==> src/rtl/deint_ctrl.sv <==
// Ping-pong buffer controller for a block deinterleaver.
// Fills one bank while the other drains; symbol length follows the modulation.
// Ports:
//   clk, rst            : clock, synchronous active-high reset
//   start, stop, mod    : frame control; mod is latched at an accepted start
//   in_valid / in_ready : upstream coded-bit handshake
//   wr_en/wr_bank/wr_addr : buffer write side
//   rd_en/rd_bank/rd_addr : buffer read side, gated by out_ready
//   out_valid, sym_done : read data valid (1-cycle latency), last bit of symbol
//   busy                : frame in progress or data still in flight
module deint_ctrl #(
    parameter int ADDR_W = 9
) (
    input  logic              clk,
    input  logic              rst,
    input  logic              start,
    input  logic              stop,
    input  logic [1:0]        mod,
    input  logic              in_valid,
    output logic              in_ready,
    output logic              wr_en,
    output logic              wr_bank,
    output logic [ADDR_W-1:0] wr_addr,
    output logic              rd_en,
    output logic              rd_bank,
    output logic [ADDR_W-1:0] rd_addr,
    input  logic              out_ready,
    output logic              out_valid,
    output logic              sym_done,
    output logic              busy
);

    typedef enum logic {W_IDLE, W_FILL} w_state_e;
    typedef enum logic {R_IDLE, R_DRAIN} r_state_e;

    w_state_e          w_state_q, w_state_d;
    r_state_e          r_state_q, r_state_d;
    logic [1:0]        mod_q, mod_d;
    logic [ADDR_W-1:0] wcnt_q, wcnt_d;
    logic [ADDR_W-1:0] rcnt_q, rcnt_d;
    logic              wr_bank_q, wr_bank_d;
    logic              rd_bank_q, rd_bank_d;
    logic [1:0]        full_q, full_d;
    logic              out_valid_q, out_valid_d;
    logic              sym_done_q, sym_done_d;

    logic [ADDR_W-1:0] last_cnt;
    logic              start_ok;
    logic              wr_last;
    logic              rd_last;

    always_comb begin
        case (mod_q)
            2'd0:    last_cnt = ADDR_W'(47);
            2'd1:    last_cnt = ADDR_W'(95);
            2'd2:    last_cnt = ADDR_W'(191);
            default: last_cnt = ADDR_W'(287);
        endcase
    end

    assign busy = (w_state_q == W_FILL) | full_q[0] | full_q[1]
                | (r_state_q == R_DRAIN) | out_valid_q;

    assign in_ready = (w_state_q == W_FILL) & ~full_q[wr_bank_q];
    assign wr_en    = in_valid & in_ready;
    assign wr_bank  = wr_bank_q;
    assign wr_addr  = wcnt_q;

    assign rd_en    = (r_state_q == R_DRAIN) & out_ready;
    assign rd_bank  = rd_bank_q;
    assign rd_addr  = rcnt_q;

    assign out_valid = out_valid_q;
    assign sym_done  = sym_done_q;

    assign start_ok = start & ~busy;
    assign wr_last  = wr_en & (wcnt_q == last_cnt);
    assign rd_last  = rd_en & (rcnt_q == last_cnt);

    always_comb begin
        w_state_d   = w_state_q;
        r_state_d   = r_state_q;
        mod_d       = mod_q;
        wcnt_d      = wcnt_q;
        rcnt_d      = rcnt_q;
        wr_bank_d   = wr_bank_q;
        rd_bank_d   = rd_bank_q;
        full_d      = full_q;
        out_valid_d = rd_en;
        sym_done_d  = rd_last;

        if (start_ok) begin
            w_state_d = W_FILL;
            mod_d     = mod;
            wcnt_d    = '0;
            rcnt_d    = '0;
            wr_bank_d = 1'b0;
            rd_bank_d = 1'b0;
            full_d    = '0;
        end else begin
            if (wr_en) begin
                if (wr_last) begin
                    full_d[wr_bank_q] = 1'b1;
                    wr_bank_d         = ~wr_bank_q;
                    wcnt_d            = '0;
                end else begin
                    wcnt_d = wcnt_q + ADDR_W'(1);
                end
            end

            // A partial bank is dropped; completed banks keep draining.
            if (stop && (w_state_q == W_FILL)) begin
                w_state_d = W_IDLE;
                wcnt_d    = '0;
            end

            // Set and clear always hit different banks, so both apply.
            case (r_state_q)
                R_IDLE: begin
                    if (full_q[rd_bank_q]) begin
                        r_state_d = R_DRAIN;
                    end
                end
                default: begin
                    if (rd_en) begin
                        if (rd_last) begin
                            full_d[rd_bank_q] = 1'b0;
                            rd_bank_d         = ~rd_bank_q;
                            rcnt_d            = '0;
                            r_state_d         = R_IDLE;
                        end else begin
                            rcnt_d = rcnt_q + ADDR_W'(1);
                        end
                    end
                end
            endcase
        end
    end

    always_ff @(posedge clk) begin
        if (rst) begin
            w_state_q   <= W_IDLE;
            r_state_q   <= R_IDLE;
            mod_q       <= 2'd0;
            wcnt_q      <= '0;
            rcnt_q      <= '0;
            wr_bank_q   <= 1'b0;
            rd_bank_q   <= 1'b0;
            full_q      <= '0;
            out_valid_q <= 1'b0;
            sym_done_q  <= 1'b0;
        end else begin
            w_state_q   <= w_state_d;
            r_state_q   <= r_state_d;
            mod_q       <= mod_d;
            wcnt_q      <= wcnt_d;
            rcnt_q      <= rcnt_d;
            wr_bank_q   <= wr_bank_d;
            rd_bank_q   <= rd_bank_d;
            full_q      <= full_d;
            out_valid_q <= out_valid_d;
            sym_done_q  <= sym_done_d;
        end
    end

endmodule

==> config.mk <==
export PLATFORM = sky130hd
export DESIGN_NAME = deint_ctrl
export DESIGN_NICKNAME = d
export VERILOG_FILES = /design/src/rtl/deint_ctrl.sv
export SDC_FILE = /design/constraint.sdc
export NUM_CORES = 1
export LEC_CHECK = 0
export ABC_AREA = 1
export BUFFER_PORTS_ARGS = -buffer_cell sky130_fd_sc_hd__buf_2
export CAP_MARGIN = 30
export CORE_UTILIZATION = 55
export CTS_CLUSTER_DIAMETER = 120
export DETAILED_ROUTE_END_ITERATION = 8
export GPL_ROUTABILITY_DRIVEN = 0
export HOLD_SLACK_MARGIN = 0.05
export PLACE_DENSITY = 0.8
export SETUP_SLACK_MARGIN = 0.02
export SYNTH_ARGS = -nofsm -noshare
export SYNTH_HDL_FRONTEND = slang
export SYNTH_SLANG_ARGS = --single-unit
==> constraint.sdc <==
create_clock -name clk -period 2.5 [get_ports clk]
set_input_delay 0.5 -clock clk [delete_from_list [all_inputs] [get_ports clk]]
set_output_delay 0.5 -clock clk [all_outputs]
set_load 0.02 [all_outputs]
## Word level (Yosys, flattened, before mapping)

Index checks and enable logic that the tools add are counted.

- Add/subtract/negate cells: 2
- Order comparisons: 4
- Equality and inequality tests: 4
- Multiplexer cells: 23
- Bitwise operators: 17
- Reduce and logical (&&, ||, !) cells: 10

Operators with widths:

| operator | count |
|---|---|
| $pmux W9 S3 | 1 |
| $add A9 B1 Y9 const B | 2 |
| $eq A9 B9 Y1 | 2 |
| $mux W9 | 2 |
| $mux W1 | 12 |
| $mux W2 | 6 |
| $and A1 B1 Y1 | 6 |
| $lt A1 B2 Y1 const B | 2 |
| $not A1 Y1 | 4 |
| $or A1 B1 Y1 | 4 |
| $reduce_and A2 Y1 | 2 |
| $logic_and A1 B1 Y1 | 3 |
| $reduce_and A3 Y1 | 1 |
| $reduce_or A3 Y1 | 1 |
| $and A2 B2 Y2 | 1 |
| $demux W1 S1 | 2 |
| $eq A2 B1 Y1 const B | 1 |
| $eq A2 B2 Y1 const B | 1 |
| $ge A1 B1 Y1 const B | 2 |
| $logic_not A2 Y1 | 1 |
| $not A2 Y2 | 1 |
| $or A2 B2 Y2 | 1 |
| $reduce_bool A2 Y1 | 1 |
| $reduce_or A2 Y1 | 1 |

- Bits in registers: 28
- Input port bits: 8
- Output and inout port bits: 26
- Word-level logic and storage cells: 70

## Longest topological paths before layout

- Depth in word-level cells: 13
- Depth in mapped cells: 10

## Worst setup path before layout

No wires, ideal clock.

- Kind: register to register
- Start: reg wcnt_q[0] (netlist: wr_addr[0])
- End: reg wcnt_q[1] (netlist: wr_addr[1])
- Library setup time: 0.115 ns
- Arrival time: 1.447 ns
- Required time: 2.385 ns
- Path slack: 0.938 ns
- Cell stages (with the launch flop): 9
- Cells stage by stage: dfxtp_1 ha_1 nand2_1 nor2_1 o21ai_0 nor2_1 nand3_2 nand2_4 o21ai_2

- Longest elaborated chain between the ends: 3
- Elaborated cells between the ends (all ways): 4
- Classes of those cells: 1 x add/sub; 1 x eq/ne; 1 x mux; 1 x bitwise

RTL lines:

| what | line | RTL |
|---|---|---|
| start: declaration | 39 | `logic [ADDR_W-1:0] wcnt_q, wcnt_d;` |
| start signal: assignment | 156 | `wcnt_q <= wcnt_d;` |
| parallel branches: the longest is 2 deep, another holds $add A9 B1 Y9 | n/a |  |
| $mux W9 * | 102 | `if (wr_last) begin` |

Every way passes the cells marked *.
A chain may end at the register's enable or synchronous reset.

## Worst setup path in the final report

- Start: reg wr_bank_q (netlist: wr_bank)
- End: out wr_en

- Longest elaborated chain between the ends: 5

RTL lines:

| what | line | RTL |
|---|---|---|
| start: declaration | 41 | `logic wr_bank_q, wr_bank_d;` |
| start signal: assignment | 158 | `wr_bank_q <= wr_bank_d;` |
| $mux W1 (implied by the code) (2 in series) | 64 | `assign in_ready = (w_state_q == W_FILL) & ~full_q[wr_bank_q];` |
| $not A1 Y1 | 64 |  |
| $and A1 B1 Y1 | 64 |  |
| $and A1 B1 Y1 | 65 | `assign wr_en = in_valid & in_ready;` |
| end: declaration | 21 | `output logic wr_en,` |

No other way between the ends. The select of a mux whose other input is x is not followed.

==> reports/metrics.cfg <==
[grt]
grt_pass1_wl_um = 5940
gr-total-overflow = 0
grt_pass1_vias = 1391
antenna_found_initial = 0
grt_max_degree = 17
grt.total_usage_pct = 23.26

[clock_tree]
root_buffer = clkbuf_4
cts_hold_buf = 0
ctsHtreeMaxLevel = 1
numCtsBuffers = 3
cts-resized-gates = 0
ctsLongestPathBuffers = 2
cts_setup_buffers = 0
tritoncts = yes
clk_pin_slew_ps = 160
clk_latency_ps = 340
cts_sinks = 28

[placed_design]
portBuffers = 33
dpl.hpwl_um = 2670

[route]
routed_wl_um = 3413
via_per_inst = 5.216
wire_per_inst_um = 11.15
drt_iter0_markers = 54
vias = 1596
antenna_left = 0
first_pass_iters = 4
route.detailed.drc = 0

[run]
cap_viol_max_count = 0

[sta]
max_freq_mhz = 514.8
relSlewSlack_pct = 74.93
slew_violations = 0
setup_tns_ps = 0
fin_skew_ps = 3.833
finalCriticalPeriod_ps = 1943
worstMarginPinSlew_ps = 375.5
hold_viol = 0
finalSetupViolCount = 0
rsz0062_at_grt = no
period_share_pct = 77.70

[synth]
synthCells = 241
synth_area_sq_um = 1637
synth_most_common_cell = nand2_1
synth_top_area_share_pct = 34.25
yosys.area.top_type = dfxtp_1
synth-warning-count = 0
synth_ff_type = dfxtp_1
ys_ff_latch = 28
synth_common_cells = nand2_1 (65), inv_1 (32), nor2_1 (30)
synth_area_leaders = dfxtp_1 (34%), nand2_1 (15%), inv_1 (7.3%), nor2_1 (6.9%), nand3_1 (6.7%)
ys_async_sr_fraction_pct = 0
syn_area_per_cell_sq_um = 6.791
synth_cell_types = 28
synth_edf_count = 0
syn-num-nets = 251
synth-seq-area-share_pct = 34.25

[critical_path]
arrival_ps = 1440
startpoint_type = register
crit_required_ps = 2000
worst_setup_path_end_kind = output pin
crit_fanout = 7
crit_start = wr_bank
crit_chain = inv_1, nand2_1, nand4_4, clkinv_4, buf_2
slowest_stage = dfxtp_1
crit_type = register to output pin
reg2reg_from = wr_addr[0]
max_stage_delay_ps = 430
worst-r2r-setup-slack_ps = 900

[die]
die_area_sq_um = 3198
initial_core_util_pct = 58.84
ioPinCount = 34
die_h_um = 56.55
core_area_sq_um = 2781
num_rows = 19
die_w_um = 56.55

[worst_hold_path]
holdCritPathClass = input port to register
min_from = rst

[pwr]
internal-power_mw = 0.6443
netSwitchingFraction_pct = 25.03
p_clk_share_pct = 35.6
leakage_nw = 0.8710
combPwrFrac_pct = 10.6
vdd_drop_max_mv = 0.4341
seqPwrFrac_pct = 53.8
power.density_nw_per_um2 = 458.8
p_sw_mw = 0.2151

[run_status]
outcome = completed

[cells_and_area]
antenna_cells = 0
syn_to_final_growth_pct = 14.45
layout-drive-gt1-share_pct = 22.55
post-route-util_pct = 67.34
fin_nets = 286

layer usage:
layer,vias up,global-route usage (%),routed length [um]
met3,5,4.839,117
met4,0,7.317,43
met2,25,38.82,1675
met5,-,0,0
met1,734,29.89,1575
li1,832,-,-
power groups by stage:
stage	Clock (mW)	Sequential, mW	Combinational, mW
2_1_floorplan	0	0.465	0.0753
3_3_place_gp	0	0.471	0.0903
3_5_place_dp	0	0.472	0.0915
4_1_cts	0.310	0.462	0.0917
5_1_grt	0.328	0.464	0.102
6_report	0.306	0.462	0.0913
area by class of cell:
type | count | area [sq um]
Sequential cell | 28 | 560.5
Clock buffer | 3 | 22.52
Inverter | 35 | 136.4
Fill cell | 257 | 908.4
Tap cell | 31 | 38.79
Clock inverter | 1 | 30.03
Multi-Input combinational cell | 175 | 919.6
Timing Repair Buffer | 33 | 165.2
critical path, delay by kind of cell (launching register included):
family        cells  cell delay, ps
simple gates      2             290
buf+inv           3             390
flops             1             430
kinds of logic after synthesis:
logic type / share of synthesized area [%]
AO/OA/AOI/OAI: 8.258
AND/OR/NAND/NOR: 42.66
buffers and inverters: 9.557
adder cells (fa/ha/maj): 1.529
flip-flops: 34.25
XOR/XNOR: 3.746
final timing paths:
path | to | depth (start not counted)
setup / recovery | wr_en | 5
hold reg to reg | wr_addr[8] | 2
setup reg to reg | wr_addr[4] | 8
hold / removal | w_state_q | 2
metrics by stage:
step | std cells | hold WS [ps] | total power, mW | area (sq um) | worst slack (ps)
floorplan | 241 | 481.4 | 0.5405 | 1637 | 937.9
global placement | 302 | 469.7 | 0.5617 | 1821 | 932.2
detailed placement | 302 | 479.1 | 0.5630 | 1821 | 918.5
CTS | 306 | 339.6 | 0.8637 | 1873 | 548.1
global route | 306 | 331.7 | 0.8937 | 1873 | 416.6
finish | 306 | 342.4 | 0.8594 | 1873 | 557.4
placed cells by master, fill, tap and decap left out, types with 4 or more instances in the layout:
master,instances
nand2_1,65
buf_2,33
inv_1,32
nor2_1,30
dfxtp_1,28
nand3_1,22
a21oi_1,12
xor2_1,7
o21ai_0,5
nand4_1,5
nand2_2,4
sequential cells by signal, summed over array words and instances (netlist names):
| name | count |
|---|---|
| mod_q | 2 |
| w_state_q | 1 |
| r_state_q | 1 |
| out_valid | 1 |
| wr_addr | 9 |
| rd_bank | 1 |
| full_q | 2 |
| rd_addr | 9 |
| sym_done | 1 |
| wr_bank | 1 |
Power figures use the tool's default switching activity.
